--- src/rtl/cpu5_memarb_if.sv ---
// rtl/cpu5_memarb_if.sv - fetch, load/store, memory and status signals of the cpu5 memory arbiter
interface cpu5_memarb_if #(
  parameter int XLEN = 32
);
  logic            if_req;
  logic [XLEN-1:0] if_addr;
  logic [XLEN-1:0] if_rdata;
  logic            if_done;
  logic            d_req;
  logic            d_we;
  logic [XLEN-1:0] d_addr;
  logic [XLEN-1:0] d_wdata;
  logic [XLEN-1:0] d_rdata;
  logic            d_done;
  logic            mem_valid;
  logic            mem_we;
  logic [XLEN-1:0] mem_addr;
  logic [XLEN-1:0] mem_wdata;
  logic            mem_ready;
  logic            mem_rvalid;
  logic [XLEN-1:0] mem_rdata;
  logic            stall;
  logic            err;

  modport slave (
    input  if_req, if_addr, d_req, d_we, d_addr, d_wdata, mem_ready, mem_rvalid, mem_rdata,
    output if_rdata, if_done, d_rdata, d_done, mem_valid, mem_we, mem_addr, mem_wdata, stall, err
  );

  modport master (
    output if_req, if_addr, d_req, d_we, d_addr, d_wdata, mem_ready, mem_rvalid, mem_rdata,
    input  if_rdata, if_done, d_rdata, d_done, mem_valid, mem_we, mem_addr, mem_wdata, stall, err
  );
endinterface

--- src/rtl/cpu5_memarb.sv ---
// rtl/cpu5_memarb.sv - shares one single-ported memory between cpu5 fetch and load/store
// One transaction outstanding; data port has priority; a watchdog aborts hung accesses.
module cpu5_memarb #(
  parameter int XLEN           = 32,
  parameter int TIMEOUT_CYCLES = 64,
  parameter int CW             = $clog2(TIMEOUT_CYCLES + 1)
) (
  input  logic         clk,
  input  logic         reset,
  cpu5_memarb_if.slave bus
);

  typedef enum logic [1:0] {IDLE, REQ, RESP, DONE} state_t;

  localparam logic [CW-1:0] WDOG_MAX = CW'(TIMEOUT_CYCLES);

  state_t          state_q, state_d;
  logic            owner_q, owner_d;
  logic            mem_valid_q, mem_valid_d;
  logic            mem_we_q, mem_we_d;
  logic [XLEN-1:0] mem_addr_q, mem_addr_d;
  logic [XLEN-1:0] mem_wdata_q, mem_wdata_d;
  logic            if_done_q, if_done_d;
  logic            d_done_q, d_done_d;
  logic [XLEN-1:0] if_rdata_q, if_rdata_d;
  logic [XLEN-1:0] d_rdata_q, d_rdata_d;
  logic            err_q, err_d;
  logic [CW-1:0]   wdog_q, wdog_d;
  logic [CW-1:0]   wdog_inc;
  logic            wdog_hit;
  logic            complete;
  logic            abort;

  // owner_q = 1 means the load/store port owns the current transaction
  always_comb begin
    wdog_inc    = (wdog_q == WDOG_MAX) ? wdog_q : wdog_q + CW'(1);
    wdog_hit    = (wdog_inc == WDOG_MAX);
    complete    = 1'b0;
    abort       = 1'b0;
    state_d     = state_q;
    owner_d     = owner_q;
    mem_valid_d = mem_valid_q;
    mem_we_d    = mem_we_q;
    mem_addr_d  = mem_addr_q;
    mem_wdata_d = mem_wdata_q;
    if_done_d   = 1'b0;
    d_done_d    = 1'b0;
    if_rdata_d  = if_rdata_q;
    d_rdata_d   = d_rdata_q;
    err_d       = err_q;
    wdog_d      = wdog_q;

    case (state_q)
      IDLE: begin
        if (bus.d_req) begin
          owner_d     = 1'b1;
          mem_we_d    = bus.d_we;
          mem_addr_d  = bus.d_addr;
          mem_wdata_d = bus.d_wdata;
          mem_valid_d = 1'b1;
          wdog_d      = '0;
          state_d     = REQ;
        end else if (bus.if_req) begin
          owner_d     = 1'b0;
          mem_we_d    = 1'b0;
          mem_addr_d  = bus.if_addr;
          mem_wdata_d = '0;
          mem_valid_d = 1'b1;
          wdog_d      = '0;
          state_d     = REQ;
        end
      end
      REQ: begin
        wdog_d = wdog_inc;
        if (mem_valid_q && bus.mem_ready) begin
          mem_valid_d = 1'b0;
          if (mem_we_q) complete = 1'b1;
          else          state_d  = RESP;
        end else if (wdog_hit) begin
          abort = 1'b1;
        end
      end
      RESP: begin
        wdog_d = wdog_inc;
        if (bus.mem_rvalid) begin
          complete = 1'b1;
          if (owner_q) d_rdata_d  = bus.mem_rdata;
          else         if_rdata_d = bus.mem_rdata;
        end else if (wdog_hit) begin
          abort = 1'b1;
        end
      end
      default: state_d = IDLE;
    endcase

    // An abort still issues the done pulse so the core can never deadlock
    if (complete || abort) begin
      state_d   = DONE;
      d_done_d  = owner_q;
      if_done_d = ~owner_q;
    end
    if (abort) begin
      mem_valid_d = 1'b0;
      err_d       = 1'b1;
      if (owner_q) d_rdata_d  = '0;
      else         if_rdata_d = '0;
    end
  end

  always_ff @(posedge clk or negedge reset) begin
    if (!reset) begin
      state_q     <= IDLE;
      owner_q     <= 1'b0;
      mem_valid_q <= 1'b0;
      mem_we_q    <= 1'b0;
      mem_addr_q  <= '0;
      mem_wdata_q <= '0;
      if_done_q   <= 1'b0;
      d_done_q    <= 1'b0;
      if_rdata_q  <= '0;
      d_rdata_q   <= '0;
      err_q       <= 1'b0;
      wdog_q      <= '0;
    end else begin
      state_q     <= state_d;
      owner_q     <= owner_d;
      mem_valid_q <= mem_valid_d;
      mem_we_q    <= mem_we_d;
      mem_addr_q  <= mem_addr_d;
      mem_wdata_q <= mem_wdata_d;
      if_done_q   <= if_done_d;
      d_done_q    <= d_done_d;
      if_rdata_q  <= if_rdata_d;
      d_rdata_q   <= d_rdata_d;
      err_q       <= err_d;
      wdog_q      <= wdog_d;
    end
  end

  assign bus.mem_valid = mem_valid_q;
  assign bus.mem_we    = mem_we_q;
  assign bus.mem_addr  = mem_addr_q;
  assign bus.mem_wdata = mem_wdata_q;
  assign bus.if_done   = if_done_q;
  assign bus.d_done    = d_done_q;
  assign bus.if_rdata  = if_rdata_q;
  assign bus.d_rdata   = d_rdata_q;
  assign bus.err       = err_q;
  assign bus.stall     = (bus.if_req & ~if_done_q) | (bus.d_req & ~d_done_q);

endmodule

--- src/flat_wrapper.sv ---
// flat-port wrapper written by rule: the top's interface ports become plain ports
module cpu5_memarb_flat 
#(
  parameter int XLEN           = 32,
  parameter int TIMEOUT_CYCLES = 64,
  parameter int CW             = $clog2(TIMEOUT_CYCLES + 1)
)
  (clk, reset, bus_if_req, bus_if_addr, bus_d_req, bus_d_we, bus_d_addr, bus_d_wdata, bus_mem_ready, bus_mem_rvalid, bus_mem_rdata, bus_if_rdata, bus_if_done, bus_d_rdata, bus_d_done, bus_mem_valid, bus_mem_we, bus_mem_addr, bus_mem_wdata, bus_stall, bus_err);
  cpu5_memarb_if #(.XLEN(XLEN)) bus_i ();
  input  logic clk;
  input  logic reset;
  input wire logic [$bits(bus_i.if_req)-1:0] bus_if_req;
  input wire logic [$bits(bus_i.if_addr)-1:0] bus_if_addr;
  input wire logic [$bits(bus_i.d_req)-1:0] bus_d_req;
  input wire logic [$bits(bus_i.d_we)-1:0] bus_d_we;
  input wire logic [$bits(bus_i.d_addr)-1:0] bus_d_addr;
  input wire logic [$bits(bus_i.d_wdata)-1:0] bus_d_wdata;
  input wire logic [$bits(bus_i.mem_ready)-1:0] bus_mem_ready;
  input wire logic [$bits(bus_i.mem_rvalid)-1:0] bus_mem_rvalid;
  input wire logic [$bits(bus_i.mem_rdata)-1:0] bus_mem_rdata;
  output wire logic [$bits(bus_i.if_rdata)-1:0] bus_if_rdata;
  output wire logic [$bits(bus_i.if_done)-1:0] bus_if_done;
  output wire logic [$bits(bus_i.d_rdata)-1:0] bus_d_rdata;
  output wire logic [$bits(bus_i.d_done)-1:0] bus_d_done;
  output wire logic [$bits(bus_i.mem_valid)-1:0] bus_mem_valid;
  output wire logic [$bits(bus_i.mem_we)-1:0] bus_mem_we;
  output wire logic [$bits(bus_i.mem_addr)-1:0] bus_mem_addr;
  output wire logic [$bits(bus_i.mem_wdata)-1:0] bus_mem_wdata;
  output wire logic [$bits(bus_i.stall)-1:0] bus_stall;
  output wire logic [$bits(bus_i.err)-1:0] bus_err;
  assign bus_i.if_req = bus_if_req;
  assign bus_i.if_addr = bus_if_addr;
  assign bus_i.d_req = bus_d_req;
  assign bus_i.d_we = bus_d_we;
  assign bus_i.d_addr = bus_d_addr;
  assign bus_i.d_wdata = bus_d_wdata;
  assign bus_i.mem_ready = bus_mem_ready;
  assign bus_i.mem_rvalid = bus_mem_rvalid;
  assign bus_i.mem_rdata = bus_mem_rdata;
  assign bus_if_rdata = bus_i.if_rdata;
  assign bus_if_done = bus_i.if_done;
  assign bus_d_rdata = bus_i.d_rdata;
  assign bus_d_done = bus_i.d_done;
  assign bus_mem_valid = bus_i.mem_valid;
  assign bus_mem_we = bus_i.mem_we;
  assign bus_mem_addr = bus_i.mem_addr;
  assign bus_mem_wdata = bus_i.mem_wdata;
  assign bus_stall = bus_i.stall;
  assign bus_err = bus_i.err;
  cpu5_memarb #(.XLEN(XLEN), .TIMEOUT_CYCLES(TIMEOUT_CYCLES), .CW(CW)) u_core (.clk(clk), .reset(reset), .bus(bus_i));
endmodule
--- config.mk ---
export PLATFORM = sky130hd
export DESIGN_NAME = cpu5_memarb_flat
export DESIGN_NICKNAME = d
export VERILOG_FILES = /design/src/rtl/cpu5_memarb_if.sv /design/src/rtl/cpu5_memarb.sv /design/src/flat_wrapper.sv
export SDC_FILE = /design/constraint.sdc
export NUM_CORES = 1
export LEC_CHECK = 0
export BUFFER_PORTS_ARGS = -buffer_cell sky130_fd_sc_hd__buf_2
export CORE_UTILIZATION = 30
export DETAILED_ROUTE_END_ITERATION = 6
export HOLD_SLACK_MARGIN = 0.05
export SLEW_MARGIN = 25
export SYNTH_ARGS = -nofsm -noshare
export SYNTH_HDL_FRONTEND = slang
export SYNTH_SLANG_ARGS = --single-unit
export TNS_END_PERCENT = 1
--- constraint.sdc ---
create_clock -name clk -period 2.9 [get_ports clk]
set_clock_uncertainty 0.1 [all_clocks]
set_input_delay 0.29 -clock clk [delete_from_list [all_inputs] [get_ports clk]]
set_output_delay 0.29 -clock clk [all_outputs]
set_load 0.1 [all_outputs]
==> metrics <==
fin crit share 84.5%; largest net degree at the start of global routing 99; Area after DPL 0.00789 mm²; fin. max-slew vios 0; vias in the first global route 5482; Area growth syn-to-layout 49.9%; proportion of synthesized flip-flops having asynchronous set or reset 100%; relative slew slack 60.2%; Syn Inst Count 595; crit path DAT 2.63 ns; mean post-synth cell area 10.5 µm²; IO Port Bufs 268; Ports 269; GRT Util Overall 17.1%; GPL Wtd Cong 0.795; commonest cells after routing, fill and taps aside 266 x buf_2, 143 x dfrtp_1, 109 x nand2_1; Worst R2R Setup Slack 0.45 ns; routed len/inst 14.6 µm; worst setup path category reg -> reg; synthesis warning total 0; setup slack at placement 0.447 ns; Finished Cell Area 0.00933 mm²; Worst EP required 3.08 ns; Antenna Cells 0; Max Root-Sink Buffers 2; root buffer cell clkbuf_16; setup TNS 0 ns; CTS Buf Count 17; TritonRoute pass-1 iters 4; max-cap viol count 0; dpl hpwl 12.0 mm; # DRC 0; cell taking the most area after synthesis dfrtp_1; clk sinks 143; most common cell after layout, fill and taps aside buf_2; Seq/Total Area, Yosys 57.5%; clk slew on worst S/H paths 0.06 ns; row count 52; Post-CTS Resized 0; syn_nets 736; status finished clean; Min Clock Period, post-route 2.45 ns; Post-Route WL 17.9 mm; postcts setup bufs 0; Antenna Nets Post-Route 0; Worst setup EP type flop; Post-Syn Area 0.00622 mm²; Final setup violation count 0; share of the synthesized area in the top cell type 57.5%; fillers 1920; worst-path fanout max 32; Die W 146 µm; Tightest Hold Check Type in -> reg; drt initial violations 210; # hold bufs at CTS 84; global-route wire length before repair 28.5 mm; crit path from u_core.state_q[1]; CTS tree built; highest clock rate 408 MHz; initial antenna violation count 0; RSZ-0062 raised after global routing false; EDFF count, synth 0; GRT overflow 0; reg2reg start u_core.state_q[1]; Distinct cells, synth 40; clk_lat worst skew 0.42 ns; detail-routed via count per cell 4.50; Least-Margin Pin Slew 0.597 ns; Final Hold Fails 0; Top FF cell, synth dfrtp_1; synth top area cells dfrtp_1 58%, mux2i_1 15%, nand2_1 6.6%; full die area 0.0213 mm²; Placed Instances 1105; # H-tree levels 4; initial core utilization 30.7%; Hold Path Origin bus_if_addr[19]; Seq cells post-synth 143; share of layout cells above drive strength 1 33.5%; Final Non-Filler Cells 1221; Final nets 1079; Core Footprint 0.0203 mm²; height of the die 146 µm; via count 5496; CP startpoint kind flop; Final WS setup 0.450 ns
==> area by class of cell <==
type	instances	area (µm²)	area share, %
multi-input combinational	405	2490	26.7
clock buffer	19	443	4.75
sequential	143	3580	38.4
inverter	9	33.8	0.362
tap	270	338	3.62
clock inverter	13	156	1.68
timing repair buffer	362	2290	24.6
==> metrics by stage <==
step / hold WS (ns) / util (%)
2_1_floorplan: -0.106 / -
3_3_place_gp: 0.222 / 38.8
3_5_place_dp: 0.218 / 38.8
4_1_cts: 0.0507 / 45.9
5_1_grt: 0.0531 / 45.9
6_report: 0.0702 / 45.9
==> cells in the mapped netlist (all sizes together) (2+ instances only) <==
master  instances
a22oi           2
buf            13
a21o            2
a32o            2
ha              6
nand3          38
a22o            5
a21oi           3
a31oi           2
nand2         110
inv             9
xor2            3
a21boi          2
clkbuf         25
or2             4
mux2i          96
and3            2
nor2           66
o21ai          40
dfrtp         143
nor3            6
nand2b          4
==> layer usage <==
layer	global-route usage, %	wire length (µm)
met1	20.7	7850
met5	0	0
met3	4.34	1100
met4	5.10	197
met2	29.9	8700
==> cells by family after synthesis <==
family | count (synthesis) | share of synthesized area [%]
xor+xnor | 3 | 0.422
fa+ha+maj | 6 | 1.21
mux | 96 | 15.4
compound gates | 65 | 6.45
simple gates | 235 | 16.0
buf+inv | 47 | 3.00
flops | 143 | 57.5
==> final timing paths <==
path                                       endpoint  depth (start not counted)
max in group asynchronous  u_core.bus.mem_wdata[15]                          3
min in group asynchronous                 async pin                          2
max                                            flop                          8
max reg2reg                                    flop                          8
min                         u_core.bus.mem_addr[19]                          3
min reg2reg                u_core.bus.mem_wdata[11]                          2
==> critical path, cell delays in order (launching register included) <==
cell	delay [ns]
dfrtp_1	0.39
inv_1	0.10
ha_1	0.48
nand2b_1	0.09
a21oi_1	0.16
o2111ai_1	0.28
nor3b_4	0.23
buf_4	0.36
nor2_1	0.10
Power is left out: the tool's default activity adds up to more than one toggle a clock period on the data nets, which glitch-free logic cannot reach.
